$ cat config.mk
export PLATFORM = sky130hd
export DESIGN_NAME = cim_gemm_sequencer
export DESIGN_NICKNAME = d
export VERILOG_FILES = /design/src/rtl/cim_gemm_sequencer.sv
export SDC_FILE = /design/constraint.sdc
export NUM_CORES = 1
export LEC_CHECK = 0
export CORE_MARGIN = 2
export CORE_UTILIZATION = 54
export DETAILED_ROUTE_END_ITERATION = 10
export PLACE_DENSITY = 0.76
export SLEW_MARGIN = 20
export SYNTH_ARGS = -nofsm -noshare
export SYNTH_HDL_FRONTEND = slang
export SYNTH_SLANG_ARGS = --single-unit
$ cat constraint.sdc
create_clock -name clk -period 7.1 [get_ports clk]
set_input_delay 2.13 -clock clk [delete_from_list [all_inputs] [get_ports clk]]
set_output_delay 2.13 -clock clk [all_outputs]
set_load 0.01 [all_outputs]
$ cat src/rtl/cim_gemm_sequencer.sv
// cim_gemm_sequencer
//   Command-driven sequencer for one 1024x8b GeMM CIM macro. A LOAD command
//   streams weight bytes into consecutive macro addresses. A COMPUTE command
//   issues one CIM pass per activation vector and collects the 8x8b results,
//   tagged with {tile,sub}, into a small first-word-fall-through result FIFO.
//   This block drives every macro control pin.
// Ports
//   clk, rst_n                 clock, synchronous active-low reset
//   cmd_*                      command: op (0=LOAD,1=COMPUTE), base, tile, len
//   w_valid/w_ready/w_data     weight byte stream (LOAD only)
//   act_valid/act_ready/act_data  activation stream (COMPUTE only)
//   res_valid/res_ready/res_data/res_sub  result FIFO head
//   busy, done                 state!=IDLE, one-cycle completion pulse
//   mac_*                      macro controls / address / data, mac_cim_out back
module cim_gemm_sequencer #(
  parameter int RES_FIFO_DEPTH = 4
) (
  input  logic        clk,
  input  logic        rst_n,
  input  logic        cmd_valid,
  output logic        cmd_ready,
  input  logic        cmd_op,
  input  logic [9:0]  cmd_base,
  input  logic [2:0]  cmd_tile,
  input  logic [10:0] cmd_len,
  input  logic        w_valid,
  output logic        w_ready,
  input  logic [7:0]  w_data,
  input  logic        act_valid,
  output logic        act_ready,
  input  logic [31:0] act_data,
  output logic        res_valid,
  input  logic        res_ready,
  output logic [63:0] res_data,
  output logic [4:0]  res_sub,
  output logic        busy,
  output logic        done,
  output logic        mac_cs,
  output logic        mac_web,
  output logic        mac_cimeb,
  output logic [9:0]  mac_a,
  output logic [7:0]  mac_d,
  output logic [31:0] mac_cim_in,
  input  logic [63:0] mac_cim_out
);

  localparam int PW = $clog2(RES_FIFO_DEPTH);
  localparam int CW = PW + 1;

  typedef enum logic [1:0] {S_IDLE, S_LOAD, S_CMP, S_DRAIN} state_e;

  state_e        state_q, state_d;
  logic [9:0]    base_q, base_d;
  logic [2:0]    tile_q, tile_d;
  logic [10:0]   len_q, len_d;
  logic [10:0]   cnt_q, cnt_d;
  logic          cmd_ready_q, cmd_ready_d;
  logic          busy_q, busy_d;
  logic          done_q, done_d;
  logic          w_ready_q, w_ready_d;
  logic          act_ready_q, act_ready_d;
  logic          mac_cs_q, mac_cs_d;
  logic          mac_web_q, mac_web_d;
  logic          mac_cimeb_q, mac_cimeb_d;
  logic [9:0]    mac_a_q, mac_a_d;
  logic [7:0]    mac_d_q, mac_d_d;
  logic [31:0]   mac_cim_in_q, mac_cim_in_d;
  // [0] = issue cycle, [1] = capture cycle (mac_cim_out sampled at its end)
  logic [1:0]      vld_pipe_q, vld_pipe_d;
  logic [1:0][4:0] tag_pipe_q, tag_pipe_d;
  logic [PW-1:0] wr_ptr_q, wr_ptr_d;
  logic [PW-1:0] rd_ptr_q, rd_ptr_d;
  logic [CW-1:0] count_q, count_d;
  logic          res_valid_q, res_valid_d;
  logic [63:0]   res_data_q, res_data_d;
  logic [4:0]    res_sub_q, res_sub_d;
  logic [68:0]   mem_q [RES_FIFO_DEPTH];

  logic          w_hs, a_hs, push, pop;
  logic [10:0]   cnt_inc;
  logic [2:0]    cur_tile;
  logic [4:0]    cur_tag;
  logic [68:0]   push_word, head;

  always_comb begin
    w_hs      = w_ready_q & w_valid;
    a_hs      = act_ready_q & act_valid;
    push      = vld_pipe_q[1];
    pop       = res_valid_q & res_ready;
    cnt_inc   = cnt_q + 11'd1;
    cur_tile  = tile_q + cnt_q[4:2];
    cur_tag   = {cur_tile, cnt_q[1:0]};
    push_word = {tag_pipe_q[1], mac_cim_out};

    state_d      = state_q;
    base_d       = base_q;
    tile_d       = tile_q;
    len_d        = len_q;
    cnt_d        = cnt_q;
    done_d       = 1'b0;
    mac_cs_d     = 1'b0;
    mac_web_d    = 1'b1;
    mac_cimeb_d  = 1'b1;
    mac_a_d      = mac_a_q;
    mac_d_d      = mac_d_q;
    mac_cim_in_d = mac_cim_in_q;

    vld_pipe_d    = {vld_pipe_q[0], a_hs};
    tag_pipe_d[1] = tag_pipe_q[0];
    tag_pipe_d[0] = a_hs ? cur_tag : tag_pipe_q[0];

    case (state_q)
      S_IDLE: begin
        if (cmd_valid && cmd_ready_q) begin
          if (cmd_len == 11'd0) begin
            done_d = 1'b1;
          end else begin
            state_d = cmd_op ? S_CMP : S_LOAD;
            base_d  = cmd_base;
            tile_d  = cmd_tile;
            len_d   = cmd_len;
            cnt_d   = 11'd0;
          end
        end
      end
      S_LOAD: begin
        if (w_hs) begin
          cnt_d     = cnt_inc;
          mac_cs_d  = 1'b1;
          mac_web_d = 1'b0;
          mac_a_d   = base_q + cnt_q[9:0];
          mac_d_d   = w_data;
          // done rises together with the final write cycle
          if (cnt_inc == len_q) begin
            state_d = S_IDLE;
            done_d  = 1'b1;
          end
        end
      end
      S_CMP: begin
        if (a_hs) begin
          cnt_d        = cnt_inc;
          mac_a_d      = {2'b00, cur_tile, 3'b000, cnt_q[1:0]};
          mac_cim_in_d = act_data;
          if (cnt_inc == len_q) state_d = S_DRAIN;
        end
      end
      S_DRAIN: begin
        // last vector is being pushed and nothing is left in the issue slot
        if (push && !vld_pipe_q[0]) begin
          state_d = S_IDLE;
          done_d  = 1'b1;
        end
      end
      default: state_d = S_IDLE;
    endcase

    // Keep the macro in CIM mode for both the issue and capture cycles.
    if (vld_pipe_d != 2'b00) begin
      mac_cs_d    = 1'b1;
      mac_web_d   = 1'b1;
      mac_cimeb_d = 1'b0;
    end

    wr_ptr_d = wr_ptr_q + PW'(push);
    rd_ptr_d = rd_ptr_q + PW'(pop);
    count_d  = count_q + CW'(push) - CW'(pop);

    // The next head bypasses the array when it is the word being pushed now.
    head = (push && (wr_ptr_q == rd_ptr_d)) ? push_word : mem_q[rd_ptr_d];
    res_valid_d = (count_d != '0);
    res_data_d  = res_data_q;
    res_sub_d   = res_sub_q;
    if (res_valid_d) {res_sub_d, res_data_d} = head;

    // Credit covers queued results plus vectors still in the macro pipe.
    act_ready_d = (state_d == S_CMP) &&
                  ((int'(count_d) + int'(vld_pipe_d[0]) + int'(vld_pipe_d[1])) < RES_FIFO_DEPTH);
    w_ready_d   = (state_d == S_LOAD);
    cmd_ready_d = (state_d == S_IDLE);
    busy_d      = (state_d != S_IDLE);
  end

  always_ff @(posedge clk) begin
    if (!rst_n) begin
      state_q      <= S_IDLE;
      base_q       <= '0;
      tile_q       <= '0;
      len_q        <= '0;
      cnt_q        <= '0;
      cmd_ready_q  <= 1'b1;
      busy_q       <= 1'b0;
      done_q       <= 1'b0;
      w_ready_q    <= 1'b0;
      act_ready_q  <= 1'b0;
      mac_cs_q     <= 1'b0;
      mac_web_q    <= 1'b1;
      mac_cimeb_q  <= 1'b1;
      mac_a_q      <= '0;
      mac_d_q      <= '0;
      mac_cim_in_q <= '0;
      vld_pipe_q   <= '0;
      tag_pipe_q   <= '0;
      wr_ptr_q     <= '0;
      rd_ptr_q     <= '0;
      count_q      <= '0;
      res_valid_q  <= 1'b0;
      res_data_q   <= '0;
      res_sub_q    <= '0;
    end else begin
      state_q      <= state_d;
      base_q       <= base_d;
      tile_q       <= tile_d;
      len_q        <= len_d;
      cnt_q        <= cnt_d;
      cmd_ready_q  <= cmd_ready_d;
      busy_q       <= busy_d;
      done_q       <= done_d;
      w_ready_q    <= w_ready_d;
      act_ready_q  <= act_ready_d;
      mac_cs_q     <= mac_cs_d;
      mac_web_q    <= mac_web_d;
      mac_cimeb_q  <= mac_cimeb_d;
      mac_a_q      <= mac_a_d;
      mac_d_q      <= mac_d_d;
      mac_cim_in_q <= mac_cim_in_d;
      vld_pipe_q   <= vld_pipe_d;
      tag_pipe_q   <= tag_pipe_d;
      wr_ptr_q     <= wr_ptr_d;
      rd_ptr_q     <= rd_ptr_d;
      count_q      <= count_d;
      res_valid_q  <= res_valid_d;
      res_data_q   <= res_data_d;
      res_sub_q    <= res_sub_d;
    end
  end

  // Storage needs no reset: the pointers alone define what is valid.
  always_ff @(posedge clk) begin
    if (push) mem_q[wr_ptr_q] <= push_word;
  end

  assign cmd_ready  = cmd_ready_q;
  assign busy       = busy_q;
  assign done       = done_q;
  assign w_ready    = w_ready_q;
  assign act_ready  = act_ready_q;
  assign res_valid  = res_valid_q;
  assign res_data   = res_data_q;
  assign res_sub    = res_sub_q;
  assign mac_cs     = mac_cs_q;
  assign mac_web    = mac_web_q;
  assign mac_cimeb  = mac_cimeb_q;
  assign mac_a      = mac_a_q;
  assign mac_d      = mac_d_q;
  assign mac_cim_in = mac_cim_in_q;

endmodule

==> metrics.md <==
| Metric | Value |
|---|---|
| Clock-pin slew on the worst setup and hold paths | `0.06 ns` |
| Detailed Route Iter0 Violations | `828` |
| WS Path Type | `in2reg` |
| Crit path launch type | `input port` |
| Worst VDD drop | `0.296 mV` |
| Post-synthesis xor/xnor area fraction | `1.31%` |
| Final Hold Viols | `0` |
| Slowest CP cell | `or3_4` |
| DR WL/cell | `19.3 um` |
| Placer Congestion | `0.834` |
| Status | `complete, no violations` |
| Hold WC Path Type | `reg2reg` |
| Pwr/cell area | `345 nW/um^2` |
| # clock sinks | `460` |
| Period Utilization, post-route | `67.6%` |
| Yosys warns | `0` |
| Main synth FF type | `edfxtp_1` |
| Worst Hold End | `mac_cim_in[15]` |
| Hold_sp | `mac_cim_in[15]` |
| Rel. slew slack | `26.2%` |
| Chip width | `187 um` |
| Number of remaining DRC errors | `0` |
| Worst Path Arrival | `5.24 ns` |
| Port Buffers | `262` |
| Most common cell after layout, fill and taps aside | `edfxtp_1` |
| Worst Path Required | `7.54 ns` |
| # resized after CTS | `0` |
| Simple-gate share of the synthesized area | `8.26%` |
| Fin crit period | `4.80 ns` |
| Synthesized cell area | `18100 um^2` |
| Vias per cell | `5.55` |
| Boundary Pins | `263` |
| Area of the multi-input gates | `5750 um^2` |
| Syn_nets | `1462` |
| Main combinational cell family by area after synthesis | `multiplexers` |
| FMAX | `208 MHz` |
| Die Height | `187 um` |
| Synth Instances | `1303` |
| Overflow after GRT | `0` |
| EDFF count, synth | `276` |
| CTS Hold Buffers Added | `0` |
| Fraction of final layout cells sized beyond drive strength 1 | `11.2%` |
| Htree depth | `2` |
| Worst Path Buf+Inv | `3` |
| RSZ-0062 raised after global routing | `false` |
| CP most frequent cell | `ha_1` |
| Cell Chain, Critical Path | `clkdlybuf4s50_1, and2_1, ha_1, inv_1, ha_1, fa_1, xnor2_1, or3_4, buf_4, nor2_1, a211oi_1` |
| Post-synthesis compound-gate area fraction | `7.23%` |
| Clock buffer depth | `3` |
| Ys async rst share | `0%` |
| Clock skew | `0.0163 ns` |
| Seq cells post-synth | `460` |
| WHS Path Cells | `2` |
| Library cells used by synthesis | `61` |
| # setup viols final | `0` |
| Fill cells | `2254` |
| Post-Syn Area per Cell | `13.9 um^2` |
| Worst skew pair latency | `0.54 ns` |
| Delay-heaviest family, CP | `buffers and inverters` |
| Fin. max-slew vios | `0` |
| Start of the worst register-to-register path | `cnt_q[1]` |
| Vias after detailed routing | `11300` |
| Detailed Place HPWL | `24.4 mm` |
| Most frequent cells in the layout | `edfxtp_1, clkdlybuf4s50_1, dfxtp_1` |
| Max-cap check violation count | `0` |
| Reg-to-reg slack, setup | `3.74 ns` |
| Final net count | `1707` |
| Synth Area in Adders | `1.79%` |
| Worst-margin pin slew | `1.11 ns` |
| Root Driver | `clkbuf_16` |
| Placed insts | `1940` |
| TritonCTS clock tree | `yes` |
| CP Capture Type | `flop` |
| Initial antenna violation count | `1` |
| Synth-to-layout area growth | `25.1%` |
| Initial core utilization | `55.1%` |
| Final WL | `39.1 mm` |
| Crit Path Max Fanout | `53` |
| Num CTS Buffers | `47` |
| Leakage power | `8.03 nW` |
| Mux share of post-synthesis cell area | `12.8%` |
| Non-Filler Instances | `2029` |
| Post-CTS setup buffer count | `0` |
| Largest net degree at the start of global routing | `105` |
| Largest stage delay, worst path | `0.58 ns` |
| Worst R2R Path Depth | `8` |
| Wire length of the first global-routing pass | `62.0 mm` |
| Sequential-to-total area share from yosys stat | `66.3%` |
| FP Rows | `66` |
| Reg-to-reg endpoint | `act_ready` |
| Post-route ant nets | `0` |
| Vias in the first global route | `11400` |
| Storage cell area | `12000 um^2` |
| Core area | `32800 um^2` |
| Router iterations before antenna repair | `6` |
| Setup TNS | `0 ns` |
| Die area | `34900 um^2` |
| Total global-route track usage | `22.2%` |
[stage by stage]
stage / setup WS [ns] / hold slack (ns) / utilization [%] / power [W] / cell area (um^2)
finish: 2.30 / 0.456 / 68.9 / 0.00779 / 22600
global route: 2.12 / 0.465 / 68.9 / 0.00818 / 22600
floorplan: 0.979 / 0.429 / - / 0.00472 / 18100
global placement: 1.50 / 0.440 / 64.3 / 0.00546 / 21100
detailed placement: 1.36 / 0.445 / 64.4 / 0.00552 / 21100
CTS: 1.89 / 0.455 / 68.8 / 0.00785 / 22600
[flip-flops by register name, indices dropped and copies added (netlist names), 2 cells and up]
register and count:
count_q 3, mac_d 8, state_q 2, mem_q 276, base_q 10, tag_pipe_d 5, tile_q 3, len_q 11
res_data 64, rd_ptr_q 2, push_word 5, cnt_q 11, res_sub 5, mac_a 10, mac_cim_in 32, vld_pipe_q 2
wr_ptr_q 2
[cell usage after synthesis (all sizes together) (20+ instances only)]
cell type | instances | area (um^2)
dfxtp | 184 | 3680
a21oi | 87 | 435
mux4 | 69 | 1550
clkbuf | 66 | 268
mux2i | 75 | 751
edfxtp | 276 | 8290
nand2 | 166 | 623
a211oi | 74 | 556
inv | 20 | 75.1
nor2 | 101 | 379
ha | 21 | 263
xnor2 | 21 | 184
[kinds of logic (layout without fill, tap and decap cells)]
family | Yosys count | count (layout)
XOR/XNOR | 27 | 27
AO/OA/AOI/OAI | 202 | 202
buffers and inverters | 101 | 384
flip-flops | 460 | 460
AND/OR/NAND/NOR | 344 | 344
multiplexers | 145 | 145
adder cells (fa/ha/maj) | 24 | 24
other | 0 | 1
[where the power goes]
part,internal (W),switching [W],total (W)
logic,0.00106,0.00118,0.00224
clock network,0.00134,0.000967,0.00231
registers,0.00309,0.000151,0.00324
[metal layers]
metal	share of wire [%]	GRT usage [%]	up-vias
met2	48	37.6	341
li1	-	-	5328
met3	7.2	5.37	46
met1	43	29.5	5549
met4	1.5	4.67	0
met5	0	0	-
[final cells by class]
class	instances	share of cell area [%]
clock buffer	66	5.70
sequential	460	53.0
tap	442	2.45
inverter	20	0.343
clock inverter	21	0.759
antenna	1	0.0111
multi-input combinational	742	25.5
timing repair buffer	277	12.3
[worst register-to-register path: stages, from the launching register on]
cell,delay [ns]
dfxtp_1,0.52
ha_1,0.35
nand3_2,0.12
or4_4,0.58
xnor2_1,0.19
nand3_1,0.12
or4_4,0.58
a211o_1,0.40
a2111oi_2,0.38
[worst max-delay path by stage]
stage,cells after the start,slack (ns),from,to
6_report,11,2.30,res_ready,res_data[22]
5_1_grt,11,2.12,res_ready,res_data[19]
4_1_cts,11,1.89,res_ready,res_data[22]
3_5_place_dp,11,1.36,res_ready,res_data[17]
3_3_place_gp,11,1.50,res_ready,res_data[19]
2_1_floorplan,2,0.98,vld_pipe_q[1],mem_q[2][0]
No activity file was read; power rests on OpenSTA's default activity.
